`config.mk`:
```
export PLATFORM = sky130hd
export DESIGN_NAME = instruction_fetch_stage
export DESIGN_NICKNAME = d
export VERILOG_FILES = /design/src/rtl/instruction_fetch_stage.sv
export SDC_FILE = /design/constraint.sdc
export NUM_CORES = 1
export LEC_CHECK = 0
export BUFFER_PORTS_ARGS = -buffer_cell sky130_fd_sc_hd__buf_2
export CAP_MARGIN = 20
export CORE_ASPECT_RATIO = 0.7
export CORE_MARGIN = 5
export CORE_UTILIZATION = 49
export CTS_BUF_LIST = sky130_fd_sc_hd__clkbuf_4 sky130_fd_sc_hd__clkbuf_8 sky130_fd_sc_hd__clkbuf_16
export DETAILED_ROUTE_END_ITERATION = 8
export GPL_ROUTABILITY_DRIVEN = 0
export HOLD_SLACK_MARGIN = 0.15
export PLACE_DENSITY = 0.89
export SYNTH_ARGS = -nofsm -noshare
export SYNTH_HDL_FRONTEND = slang
export SYNTH_SLANG_ARGS = --single-unit
```
`constraint.sdc`:
```
create_clock -name clk -period 2.3 [get_ports clk]
set_input_delay 0.23 -clock clk [delete_from_list [all_inputs] [get_ports clk]]
set_output_delay 0.23 -clock clk [all_outputs]
set_load 0.01 [all_outputs]
```
`src/rtl/instruction_fetch_stage.sv`:
```
// rtl/instruction_fetch_stage.sv - IF stage: program counter, ROM address and IF/ID pipeline register
//
// Purpose:
//   Owns the PC, presents it to the combinational program ROM and captures the
//   returned word into the IF/ID register. Handles hazard stalls, branch/jump
//   redirects, flushes and detection of fetches outside program memory.
//
// Ports:
//   clk              clock, all state changes on the rising edge
//   reset            synchronous active-high reset, overrides everything
//   Stall            freeze PC and IF/ID
//   Flush            replace the instruction entering IF/ID with a bubble
//   Redirect         load RedirectTarget (word aligned) into the PC
//   RedirectTarget   byte address of the branch/jump target
//   Instruction_i    ROM word for PC_o, valid in the same cycle
//   PC_o             current PC, drives the ROM address
//   IFID_Instruction registered instruction for ID
//   IFID_PC          registered PC of that instruction
//   IFID_PCPlus4     registered PC+4 of that instruction
//   IFID_Valid       1 = real instruction, 0 = bubble
//   FetchFault       sticky out-of-range fetch flag, cleared only by reset

module instruction_fetch_stage #(
   parameter int                     DATA_WIDTH   = 32,
   parameter int                     MEMORY_DEPTH = 32,
   parameter logic [DATA_WIDTH-1:0]  RESET_PC     = 32'h0000_0000,
   parameter logic [DATA_WIDTH-1:0]  NOP_WORD     = 32'h0000_0000
) (
   input  logic                  clk,
   input  logic                  reset,
   input  logic                  Stall,
   input  logic                  Flush,
   input  logic                  Redirect,
   input  logic [DATA_WIDTH-1:0] RedirectTarget,
   input  logic [DATA_WIDTH-1:0] Instruction_i,
   output logic [DATA_WIDTH-1:0] PC_o,
   output logic [DATA_WIDTH-1:0] IFID_Instruction,
   output logic [DATA_WIDTH-1:0] IFID_PC,
   output logic [DATA_WIDTH-1:0] IFID_PCPlus4,
   output logic                  IFID_Valid,
   output logic                  FetchFault
);

   localparam logic [DATA_WIDTH-3:0] DEPTH_WORDS = (DATA_WIDTH-2)'(MEMORY_DEPTH);
   localparam logic [DATA_WIDTH-1:0] PC_STEP     = DATA_WIDTH'(4);

   logic [DATA_WIDTH-1:0] pc_q,    pc_d;
   logic [DATA_WIDTH-1:0] instr_q, instr_d;
   logic [DATA_WIDTH-1:0] ifpc_q,  ifpc_d;
   logic [DATA_WIDTH-1:0] ifp4_q,  ifp4_d;
   logic                  valid_q, valid_d;
   logic                  fault_q, fault_d;

   logic [DATA_WIDTH-1:0] pc_plus4;
   logic                  in_range;

   assign pc_plus4 = pc_q + PC_STEP;
   assign in_range = (pc_q[DATA_WIDTH-1:2] < DEPTH_WORDS);

   // PC next state. The fetch halts while the current PC is outside program
   // memory, so the PC freezes on the offending address; a redirect is the
   // only way out short of reset. Wrap at 2^DATA_WIDTH is silent.
   always_comb begin
      pc_d = pc_plus4;
      if (Redirect) begin
         pc_d = {RedirectTarget[DATA_WIDTH-1:2], 2'b00};
      end else if (Stall || !in_range) begin
         pc_d = pc_q;
      end
   end

   // IF/ID next state. Flush/Redirect take priority over Stall so a bubble is
   // always inserted when a squash is requested. The PC fields still capture
   // the current PC on a bubble purely as a debug aid.
   always_comb begin
      instr_d = instr_q;
      ifpc_d  = ifpc_q;
      ifp4_d  = ifp4_q;
      valid_d = valid_q;
      fault_d = fault_q;
      if (Flush || Redirect) begin
         instr_d = NOP_WORD;
         valid_d = 1'b0;
         ifpc_d  = pc_q;
         ifp4_d  = pc_plus4;
      end else if (Stall) begin
         // hold every IF/ID field
      end else if (!in_range) begin
         instr_d = NOP_WORD;
         valid_d = 1'b0;
         ifpc_d  = pc_q;
         ifp4_d  = pc_plus4;
         fault_d = 1'b1;
      end else begin
         instr_d = Instruction_i;
         valid_d = 1'b1;
         ifpc_d  = pc_q;
         ifp4_d  = pc_plus4;
      end
   end

   always_ff @(posedge clk) begin
      if (reset) begin
         pc_q    <= RESET_PC;
         instr_q <= NOP_WORD;
         ifpc_q  <= '0;
         ifp4_q  <= '0;
         valid_q <= 1'b0;
         fault_q <= 1'b0;
      end else begin
         pc_q    <= pc_d;
         instr_q <= instr_d;
         ifpc_q  <= ifpc_d;
         ifp4_q  <= ifp4_d;
         valid_q <= valid_d;
         fault_q <= fault_d;
      end
   end

   assign PC_o             = pc_q;
   assign IFID_Instruction = instr_q;
   assign IFID_PC          = ifpc_q;
   assign IFID_PCPlus4     = ifp4_q;
   assign IFID_Valid       = valid_q;
   assign FetchFault       = fault_q;

endmodule

```
After elaboration in Yosys (flattened, before gate mapping)

Cells that the tools add are included.

Register bits: 130
Input port bits: 69
Word-level logic and storage cells: 28

Add/sub/neg operators: 1
$lt $le $gt $ge: 1
Eq/ne operators: 2
Multiplexer cells: 8
Bitwise gates (word level): 3
Reductions and logical operators: 6

Operators with widths:

| cell                                                                  | number |
|---|---|
| 32-bit 2-to-1 mux                                                     | 7 |
| 32-bit by 3-bit adder with 32-bit output, second input constant       | 1 |
| 30-bit by 6-bit < comparator with 1-bit output, second input constant | 1 |
| 2-bit OR reduction                                                    | 2 |
| 1-bit inverter                                                        | 3 |
| 3-bit AND reduction                                                   | 1 |
| 1-bit logical OR                                                      | 2 |
| 2-bit by 1-bit != test with 1-bit output, second input constant       | 1 |
| 2-bit != test, second input constant                                  | 1 |
| 1-bit logical NOT                                                     | 1 |
| 1-bit 2-to-1 mux                                                      | 1 |

Longest topological paths before layout

Word-level depth: 5
Mapped depth: 7

Worst setup path after synthesis

OpenSTA, ideal clock, no wires.

Path kind: register -> register
Start point: reg pc_q[2], in the netlist PC_o[2]
End point: reg ifp4_q[16], in the netlist IFID_PCPlus4[16]
Library setup time: 0.091 ns
Arrival: 1.817 ns
Slack: 0.392 ns
Stages on the path, launching flop included: 7
Buffers on the path: 1
Clock period less this slack: 1.908 ns
Path through: dfxtp_1 > ha_1 > and3_1 > clkbuf_1 > nand4_2 > or3_1 > a311oi_1

Longest elaborated chain between the ends: 3

RTL lines:

| item                                       | RTL line | source |
|---|---|---|
| start: declaration                         | 47       | `logic [DATA_WIDTH-1:0] pc_q, pc_d;` |
| start signal: assignment                   | 111      | `pc_q <= pc_d;` |
| 32-bit by 3-bit adder with 32-bit output * | 57       | `assign pc_plus4 = pc_q + PC_STEP;` |
| 32-bit 2-to-1 mux                          | 86       | `end else if (Stall) begin` |
| 32-bit 2-to-1 mux *                        | 81       | `if (Flush \|\| Redirect) begin` |
| end signal: assignment                     | 114      | `ifp4_q <= ifp4_d;` |
| end: declaration                           | 50       | `logic [DATA_WIDTH-1:0] ifp4_q, ifp4_d;` |

Mark *: on every way between the ends. The rest lies on a longest branch, timed or not. The select of a mux whose other input is x is not followed.
A chain may end at the register's enable or synchronous reset.

Worst setup path in the final report

Start point: reg pc_q[8], in the netlist PC_o[8]
End point: reg ifp4_q[19], in the netlist IFID_PCPlus4[19]

Same word-level chain as after synthesis.

==> flow_metrics.py <==
metrics = {
    "worst_setup_path": {
        "critPathLaunchType": "flop",
        "worst_ep_arrival_time_ns": 2.48,
        "crit_fanout": 9,
        "end_kind": "flop",
        "cp.required_ns": 2.60,
        "reg2reg_from": "PC_o[8]",
        "worst_r2r_path_depth": 5,
        "critPathLaunch": "PC_o[8]",
        "crit_type": "reg -> reg",
    },
    "cts": {
        "cts_setup_buffers": 0,
        "h-tree-depth": 4,
        "clk_path_buf_depth": 2,
        "clk_pin_slew_ns": 0.06,
        "cts_tree": "done",
        "cts_buffers": 17,
        "cts_sinks": 124,
        "root_buffer": "clkbuf_16",
        "insertion_delay_ns": 0.41,
    },
    "grt": {
        "grt_util_met2_pct": 41.3,
        "met1_usage_pct": 33.1,
        "grtUsageTotal_pct": 26.0,
        "overflow": 0,
        "antenna_found_initial": 0,
        "first_global_vias": 5096,
        "busiest_layer": "met2",
        "met3_usage_pct": 7.04,
        "grt_max_degree": 93,
        "grt_pass1_wl_um": 26300,
    },
    "layout": {
        "drive_gt1_share_pct": 31.6,
        "stdcell_area_sq_um": 7310,
        "fin_util_pct": 70.3,
        "area_growth_pct": 39.6,
        "layout.cells.non_filler": 978,
        "diodes": 0,
        "layout.nets": 903,
        "n_fill_cell": 772,
    },
    "routing": {
        "drc": 0,
        "ant_nets": 0,
        "routedWlPerCell_um": 17.3,
        "via_per_inst": 5.37,
        "first_pass_iters": 6,
        "drt-total-wl_um": 16900,
        "drtIter0Drc": 423,
        "vias": 5252,
    },
    "yosys": {
        "syn_inst": 613,
        "seq_area_frac_synth_pct": 47.4,
        "syn_area_sq_um": 5240,
        "ys.warnings.count": 0,
        "yosysTopAreaCellShare_pct": 47.4,
        "yosys-top-cells-area": "dfxtp_1, nand2_1, a21oi_1",
        "synth_cell_types": 41,
        "synth_seq_cells": 124,
        "yosysTopAreaCell": "dfxtp_1",
        "syn_avg_cell_area_sq_um": 8.54,
    },
    "sta": {
        "slew_headroom_pct": 62.1,
        "tightestPinTransition_ns": 0.568,
        "finalSetupTns_ns": 0,
        "setup_viol": 0,
        "finClkSkew_ns": 0.0109,
        "finalMaxSlewViolations": 0,
        "fin_crit_ns": 2.18,
        "hold_viol": 0,
        "timing.fmax_ghz": 0.460,
        "period_share_pct": 94.6,
        "holdWs_ns": 0.165,
        "rsz0062_at_grt": "false",
    },
    "outcome": {
        "status": "finished clean",
    },
    "run": {
        "maxCapViolations": 0,
    },
    "min_path": {
        "holdCritStartpoint": "Instruction_i[20]",
        "hold_class": "in -> reg",
        "min_path_cells": 3,
    },
    "floorplan": {
        "start_util_pct": 50.4,
        "core_area_sq_um": 10400,
        "chipHeight_um": 96.5,
        "rows": 31,
        "die_area_sq_um": 12900,
        "dieWidth_um": 134,
        "io_pins": 199,
    },
    "placement": {
        "dp.cells": 913,
        "dp_hpwl_um": 11300,
        "portBuffers": 190,
        "placed_area_sq_um": 6350,
    },
    "pwr": {
        "p_leak_uw": 0.00327,
        "power_density_nw_per_um2": 781,
        "peakVddDrop_v": 0.000715,
    },
}
-- cell families (layout without fill, tap and decap cells) --
| family | Yosys count | in the layout | share of synthesized area [%] |
|---|---|---|---|
| AO/OA/AOI/OAI | 107 | 107 | 12.0 |
| XOR/XNOR | 26 | 26 | 4.35 |
| adder cells (fa/ha/maj) | 1 | 1 | 0.239 |
| buffers and inverters | 66 | 294 | 5.93 |
| flip-flops | 124 | 124 | 47.4 |
| multiplexers | 28 | 28 | 5.35 |
| other | 1 | 6 | 0.0716 |
| AND/OR/NAND/NOR | 260 | 260 | 24.7 |
-- final timing paths --
check | end | slack (ns)
hold / removal | IFID_Instruction[20] | 0.17
hold reg to reg | IFID_PC[2] | 0.45
setup reg to reg | IFID_PCPlus4[19] | 0.12
setup / recovery | IFID_PCPlus4[19] | 0.12
-- flip-flops by register name (all words and copies together), names as in the netlist --
register and count:
PC_o 30, IFID_PC 30, FetchFault 1, IFID_PCPlus4 30, IFID_Valid 1, IFID_Instruction 32
-- report_power, final --
part           leakage [uW]  internal, uW  switching [uW]
clock network      0.000292          1770            1010
registers           0.00101          2240            69.8
logic               0.00197           278             344
-- worst max-delay path, stage by stage, from the launching register on --
cell and delay [ns]:
dfxtp_1 0.42, buf_4 0.16, and3_1 0.31, nand4_1 0.40
or3_1 0.45, a311oi_1 0.31
-- what timing repair did --
item                       CTS  global route
setup endpoints to repair    0             2
gates resized for setup      0             2
hold buffers                33             0
hold endpoints to repair    33             0
-- cell usage in the layout, fill, tap and decap left out, types with 2 or more instances in the layout --
cell / Yosys / layout
and4_1: 5 / 5
and3_1: 5 / 5
dlygate4sd3_1: 0 / 33
or3b_1: 29 / 29
or3b_2: 3 / 3
nor2_1: 63 / 63
xor2_1: 9 / 9
a311oi_1: 3 / 3
a211oi_1: 25 / 25
conb_1: 1 / 6
nand4_1: 3 / 3
or3_1: 4 / 4
o21ai_0: 5 / 5
clkinv_4: 0 / 2
nand3_1: 10 / 10
clkbuf_8: 0 / 2
bufinv_16: 0 / 3
mux2i_1: 28 / 28
nor3_1: 11 / 10
or4_1: 2 / 2
buf_12: 0 / 2
nor4_1: 6 / 5
nand2_1: 108 / 107
clkbuf_16: 0 / 17
xnor2_1: 17 / 17
clkinvlp_4: 0 / 4
dfxtp_1: 124 / 124
a21oi_1: 69 / 69
inv_1: 8 / 8
inv_6: 0 / 2
buf_2: 5 / 190
buf_4: 7 / 29
clkinv_2: 0 / 2
nor3_2: 1 / 2
nor2b_1: 2 / 2
o22ai_1: 3 / 3
-- Yosys cell counts (all sizes together) --
library cell and instances:
a2111oi 1, a211oi 25, a21oi 69, a311oi 3, and2 1, and3 5
and4 5, and4b 1, buf 17, clkbuf 41, conb 1, dfxtp 124
ha 1, inv 8, mux2i 28, nand2 108, nand3 11, nand4 4
nor2 64, nor2b 2, nor3 12, nor3b 1, nor4 6, o21a 1
o21ai 5, o22ai 3, or2 1, or3 4, or3b 32, or4 3
xnor2 17, xor2 9
-- metal layers --
| layer | wire length, um | up-vias |
|---|---|---|
| met1 | 7090 | 2393 |
| li1 | - | 2536 |
| met2 | 7750 | 264 |
| met5 | 0 | - |
| met4 | 687 | 0 |
| met3 | 1370 | 59 |
-- final cells by class --
cell class,instances,area (sq um),share of cell area [%]
Sequential cell,124,2480,34.0
Multi-Input combinational cell,428,2470,33.9
Timing Repair Buffer,254,1540,21.1
Clock buffer,19,453,6.20
Clock inverter,13,165,2.26
Tap cell,132,165,2.26
Inverter,8,30.0,0.411
-- stage by stage --
step                      setup WS (ns)  power (uW)
after floorplan                   0.392        2660
after global placement            0.253        2890
after detailed placement          0.166        2910
after CTS                         0.140        5710
after global routing             0.0289        5900
final                             0.124        5710
Power figures use the tool's default switching activity.
